## config.mk

```make
export PLATFORM = sky130hd
export DESIGN_NAME = dff_pipe
export DESIGN_NICKNAME = d
export VERILOG_FILES = /design/src/rtl/dff_pipe.sv
export SDC_FILE = /design/constraint.sdc
export NUM_CORES = 1
export LEC_CHECK = 0
export CAP_MARGIN = 20
export CORE_UTILIZATION = 50
export DETAILED_ROUTE_END_ITERATION = 16
export PLACE_DENSITY = 0.78
export RECOVER_POWER = 25
export SLEW_MARGIN = 20
export SYNTH_ARGS = -nofsm -noshare
export SYNTH_HDL_FRONTEND = slang
export SYNTH_SLANG_ARGS = --single-unit
export TNS_END_PERCENT = 10
```

## constraint.sdc

```tcl
create_clock -name clk -period 2 [get_ports clk]
set_clock_uncertainty 0.15 [all_clocks]
set_input_delay 0.4 -clock clk [delete_from_list [all_inputs] [get_ports clk]]
set_output_delay 0.4 -clock clk [all_outputs]
set_load 0.01 [all_outputs]
```

## src/rtl/dff_pipe.sv

```systemverilog
// dff_pipe: WIDTH-bit, DEPTH-stage elastic register pipeline with a valid/ready
// handshake on both sides. The ready chain is combinational, with no skid buffer.
// A stage advances only when the stage below it can accept, so backpressure
// stalls the pipe without losing data, and bubbles collapse under a stall.
//
// Ports:
//   clk        clock, all state updates on posedge
//   rst        asynchronous active-low reset
//   in_valid   producer presents in_data
//   in_ready   pipeline can accept this cycle (combinational)
//   in_data    input word
//   out_valid  out_data is valid (combinational from the last valid bit)
//   out_ready  consumer accepts this cycle
//   out_data   output word (last stage)
//   flush      synchronous clear of all valid bits
//   count      registered number of valid stages
//   stall_cnt  saturating count of stalled output cycles (DFF_PIPE_STATS_EN only)
//
// Optional feature macro: DFF_PIPE_STATS_EN adds the stall_cnt output.
module dff_pipe #(
    parameter  int unsigned WIDTH = 8,
    parameter  int unsigned DEPTH = 3,
    localparam int unsigned CW    = $clog2(DEPTH + 1)
) (
    input  logic             clk,
    input  logic             rst,
    input  logic             in_valid,
    output logic             in_ready,
    input  logic [WIDTH-1:0] in_data,
    output logic             out_valid,
    input  logic             out_ready,
    output logic [WIDTH-1:0] out_data,
    input  logic             flush,
    output logic [CW-1:0]    count
`ifdef DFF_PIPE_STATS_EN
    ,
    output logic [15:0]      stall_cnt
`endif
);

    logic [DEPTH-1:0] valid;
    logic [DEPTH-1:0] valid_nxt;
    logic [WIDTH-1:0] data [DEPTH];
    logic [DEPTH:0]   adv;
    logic [CW-1:0]    cnt_nxt;
    logic             acc;

    // Advance chain: stage k may move when it or any stage below it is empty,
    // or when the consumer takes the last word.
    always_comb begin
        acc        = out_ready;
        adv        = '0;
        adv[DEPTH] = out_ready;
        for (int k = int'(DEPTH) - 1; k >= 0; k--) begin
            acc    = acc | ~valid[k];
            adv[k] = acc;
        end
    end

    assign in_ready  = adv[0] & ~flush;
    assign out_valid = valid[DEPTH-1] & ~flush;
    assign out_data  = data[DEPTH-1];

    // Next-state valid bits and their popcount.
    always_comb begin
        valid_nxt = valid;
        if (flush) begin
            valid_nxt = '0;
        end else begin
            if (adv[0]) valid_nxt[0] = in_valid;
            for (int k = 1; k < int'(DEPTH); k++) begin
                if (adv[k]) valid_nxt[k] = valid[k-1];
            end
        end
        cnt_nxt = '0;
        for (int k = 0; k < int'(DEPTH); k++) begin
            cnt_nxt = cnt_nxt + CW'(valid_nxt[k]);
        end
    end

    // Valid bits and occupancy.
    always_ff @(posedge clk or negedge rst) begin
        if (!rst) begin
            valid <= '0;
            count <= '0;
        end else begin
            valid <= valid_nxt;
            count <= cnt_nxt;
        end
    end

    // Data registers load only from a valid upstream word, so bubbles never
    // overwrite data and an empty pipe keeps presenting the last word.
    always_ff @(posedge clk or negedge rst) begin
        if (!rst) begin
            for (int k = 0; k < int'(DEPTH); k++) data[k] <= '0;
        end else if (!flush) begin
            if (adv[0] && in_valid) data[0] <= in_data;
            for (int k = 1; k < int'(DEPTH); k++) begin
                if (adv[k] && valid[k-1]) data[k] <= data[k-1];
            end
        end
    end

`ifdef DFF_PIPE_STATS_EN
    // Saturating count of cycles where the output word was refused.
    always_ff @(posedge clk or negedge rst) begin
        if (!rst) begin
            stall_cnt <= '0;
        end else if (flush) begin
            stall_cnt <= '0;
        end else if (out_valid && !out_ready && (stall_cnt != 16'hFFFF)) begin
            stall_cnt <= stall_cnt + 16'd1;
        end
    end
`endif

endmodule

```

Word level (Yosys, flattened, before mapping)
Cells that the tools add are included.
{"block": "op_classes", "n_reduce_logical": 6, "n_addsub": 2, "bitwise_logic": 9, "n_mux": 4}
{"cell": "$reduce_and A2 Y1", "n": 3}
{"cell": "$not A1 Y1", "n": 4}
{"cell": "$logic_and A1 B1 Y1", "n": 3}
{"cell": "$mux W1", "n": 3}
{"cell": "$mux W3", "n": 1}
{"cell": "$or A1 B1 Y1", "n": 3}
{"cell": "$add A1 B1 Y2", "n": 1}
{"cell": "$add A2 B1 Y2", "n": 1}
{"cell": "$and A1 B1 Y1", "n": 2}
{"block": "totals", "reg_bits": 29, "out_inout_bits": 12, "input_bits": 13, "wordCells": 26}

Logic depth before layout (Yosys ltp)
{"block": "logic_depth", "depth_word": 8, "depth_mapped": 4, "depth_no_buf": 4}

Least setup slack after synthesis
Ideal clock, no wire load.
{"block": "synth_path", "path_kind": "reg-to-reg", "from": "register valid[2]", "to": "register data (netlist bit out_data[0])", "synth_period_minus_slack_ps": 1551, "slack_ps": 449, "n_path_buf": 1, "setup_time_ps": 125, "stages_incl_launch_ff": 5, "arrival_ps": 1276, "required_time_ps": 1725, "cell_sequence": "dfrtp_1 -> nor2b_4 -> or3b_1 -> buf_6 -> mux2_4"}
{"block": "synth_between", "elab_chain_cells": 4}
{"element": "start: declaration", "line": "41", "rtl": "logic [DEPTH-1:0] valid;"}
{"element": "start signal: assignment", "line": "87", "rtl": "valid <= valid_nxt;"}
{"element": "$not A1 Y1", "line": "55", "rtl": "acc = acc | ~valid[k];"}
{"element": "$or A1 B1 Y1", "line": "55"}
{"element": "$logic_and A1 B1 Y1", "line": "100", "rtl": "if (adv[k] && valid[k-1]) data[k] <= data[k-1];"}
{"element": "$reduce_and A2 Y1 (no source line)"}
{"element": "end signal: indexed assignment", "line": "100"}
{"element": "end: declaration", "line": "43", "rtl": "logic [WIDTH-1:0] data [DEPTH];"}
Every way passes these cells.
A chain may end at the register's enable or synchronous reset.

Final worst setup path
{"block": "layout_path", "from": "input out_ready", "to": "output in_ready"}
{"block": "layout_between", "elab_chain_cells": 4}
{"element": "start: declaration", "line": "31", "rtl": "input logic out_ready,"}
{"element": "$or A1 B1 Y1 (3 in a row)", "line": "55"}
{"element": "$and A1 B1 Y1", "line": "60", "rtl": "assign in_ready = adv[0] & ~flush;"}
{"element": "end: declaration", "line": "28", "rtl": "output logic in_ready,"}
Every way passes these cells.

==> results.json <==
{
  "syn_to_final_growth_pct": 21.4,
  "synth_nets": 93,
  "design_power_total_mw": 1.57,
  "hold_viol": 0,
  "rsz0062_at_grt": "no",
  "num_rows": 17,
  "core_um2": 2300,
  "cp.depth": 4,
  "finalSetupViolations": 0,
  "irDropWorstVdd_mv": 0.677,
  "viasPerCell": 4.96,
  "ant_nets": 0,
  "cts_root_buf": "clkbuf_4",
  "min_period_ns": 1.87,
  "cts_buffers": 5,
  "start_util": 0.548,
  "cp-end-kind": "output port",
  "antenna_found_initial": 0,
  "cts_tree": "built",
  "fin_nets": 119,
  "crit_chain": "clkdlybuf4s50_1, nor2b_4, a31oi_1, clkbuf_2",
  "maxSlewHeadroom": 0.543,
  "cts.sink_count": 29,
  "die-width_um": 52.2,
  "r2r_slack_ns": 0.27,
  "critPathLaunchType": "input pin",
  "finalCritPeriodShare": 0.936,
  "drv_cap": 0,
  "avgSynthCellArea_um2": 15.9,
  "outcome": "finished, final reports clean",
  "multi_input_area_um2": 432,
  "r2r_cells": 5,
  "slowest_delay_ns": 0.50,
  "crit_arrival_ns": 1.32,
  "avgRoutedWirePerCell_um": 14.0,
  "dp_hpwl_um": 1310,
  "max_clock_freq_mhz": 534,
  "place.gp.congestion": 0.800,
  "syn_inst": 79,
  "yosysUniqueCellTypes": 15,
  "max_slew.worst_pin.slew_ns": 0.686,
  "htree_levels": 2,
  "ff_latch_area_um2": 726,
  "worst-path-buf-inv": 2,
  "clk_pin_slew_ns": 0.09,
  "detail_route.wirelength_um": 1880,
  "grt_pass1_vias": 684,
  "n_antenna_cell": 0,
  "crit_start": "out_ready",
  "dieArea_um2": 2720,
  "grt_max_degree": 30,
  "dr.pass1.iters": 6,
  "hold_buffers": 0,
  "ys_warn_count": 0,
  "slew_violations": 0,
  "nFillCells": 178,
  "r2r_end": "data[16]",
  "die_h_um": 52.2,
  "clock_latency_ns": 0.32,
  "required_ns": 1.45,
  "path_class": "in2out",
  "ys_ff_latch": 29,
  "crit_path_top_delay_cell": "clkdlybuf4s50_1",
  "gr-total-overflow": 0,
  "r2r-start": "valid[2]",
  "crit_path_max_fanout": 3,
  "worstSetupEndpoint": "in_ready",
  "fin_setup_tns_ns": 0,
  "drt_iter0_drc": 2,
  "synth_area_um2": 1260,
  "p_leak_nw": 0.733,
  "crit_family": "buffers and inverters",
  "port_buffers": 24,
  "remaining_drc_errors": 0,
  "num_io_pins": 25,
  "power_density_nw_per_um2": 1030,
  "hp-class": "reg2reg",
  "drive_gt1_frac": 0.377,
  "grt_pass1_wl_um": 3180,
  "clk_path_buf_depth": 2,
  "grtUsageTotal": 0.176,
  "yosysSeqAreaShare": 0.577,
  "via_count": 665
}
## report_power, final
| part | switching, mW | internal, mW | leakage (nW) |
|---|---|---|---|
| logic | 0.126 | 0.308 | 0.348 |
| clock network | 0.198 | 0.134 | 0.0320 |
| registers | 0.0778 | 0.729 | 0.353 |
| total | 0.402 | 1.17 | 0.733 |
## logic make-up after synthesis
kind of cell | Yosys count | synth area share
compound gates | 5 | 0.0298
fa+ha+maj | 1 | 0.0159
buf+inv | 13 | 0.0805
flops | 29 | 0.577
mux | 24 | 0.262
simple gates | 7 | 0.0348
## layout by cell type (no fill, tap or decap)
cell type         n
a21oi_1           1
inv_1             2
dlygate4sd3_1     1
clkbuf_2          2
a211o_2           1
clkbuf_4          5
nor2b_4           1
dfrtp_1          29
buf_4             5
clkbuf_1          1
clkinv_2          2
nor2b_1           1
or3b_1            1
mux2_4           16
a31oi_1           2
clkdlybuf4s50_1  21
nor2_1            4
fa_1              1
dlygate4sd2_1     1
a311o_1           1
mux2_2            8
## flip-flops by register name, indices dropped and copies added (netlist names)
| register | cells |
|---|---|
| data | 16 |
| out_data | 8 |
| valid | 3 |
| count | 2 |
## timing repair
| item | CTS | global route |
|---|---|---|
| cloned | 0 | 0 |
| resized for setup | 3 | 1 |
| endpoints found under the setup margin | 2 | 1 |
| setup buffers | 0 | 0 |
| pin swaps | 0 | 0 |
## cells in the mapped netlist
master,count,share of area
a31oi_1,2,0.0099
nor2_1,4,0.012
a211o_2,1,0.0080
inv_1,2,0.0060
fa_1,1,0.016
or3b_1,1,0.0070
buf_4,8,0.048
buf_6,3,0.027
dfrtp_1,29,0.58
a21oi_1,1,0.0040
mux2_2,8,0.072
a311o_1,1,0.0080
nor2b_1,1,0.0050
mux2_4,16,0.19
nor2b_4,1,0.011
## metal layers
layer / global-route usage / wire length [um]
met2: 0.246 / 861
met5: 0 / 0
met3: 0.0957 / 96
met4: 0.0658 / 22
met1: 0.228 / 897
## per-stage QoR
stage | instance area (um^2) | hold WS, ns | util | instances | worst slack [ns]
floorplan | 1260 | -0.0456 | - | 79 | 0.449
global placement | 1490 | 0.336 | 0.647 | 126 | -0.206
detailed placement | 1490 | 0.342 | 0.647 | 126 | -0.283
CTS | 1540 | 0.296 | 0.668 | 134 | 0.0154
global route | 1530 | 0.369 | 0.665 | 134 | 0.0860
finish | 1530 | 0.348 | 0.665 | 134 | 0.128
## final cells by class
type / instances / area share
inverters: 2 / 0.00491
clock inverters: 2 / 0.00655
repair buffers: 30 / 0.181
flip-flops and latches: 29 / 0.475
clock buffers: 6 / 0.0270
well taps: 28 / 0.0229
multi-input cells: 37 / 0.283
## worst min path at each step
stage                             end     start  cells past startpoint
final                     out_data[7]  data[15]                      1
after global routing      out_data[6]  data[14]                      1
after CTS                    data[21]       rst                      2
after detailed placement     data[17]  data[17]                      1
after global placement    out_data[6]  data[14]                      1
after floorplan              count[0]       rst                      0
Power figures use the tool's default switching activity.
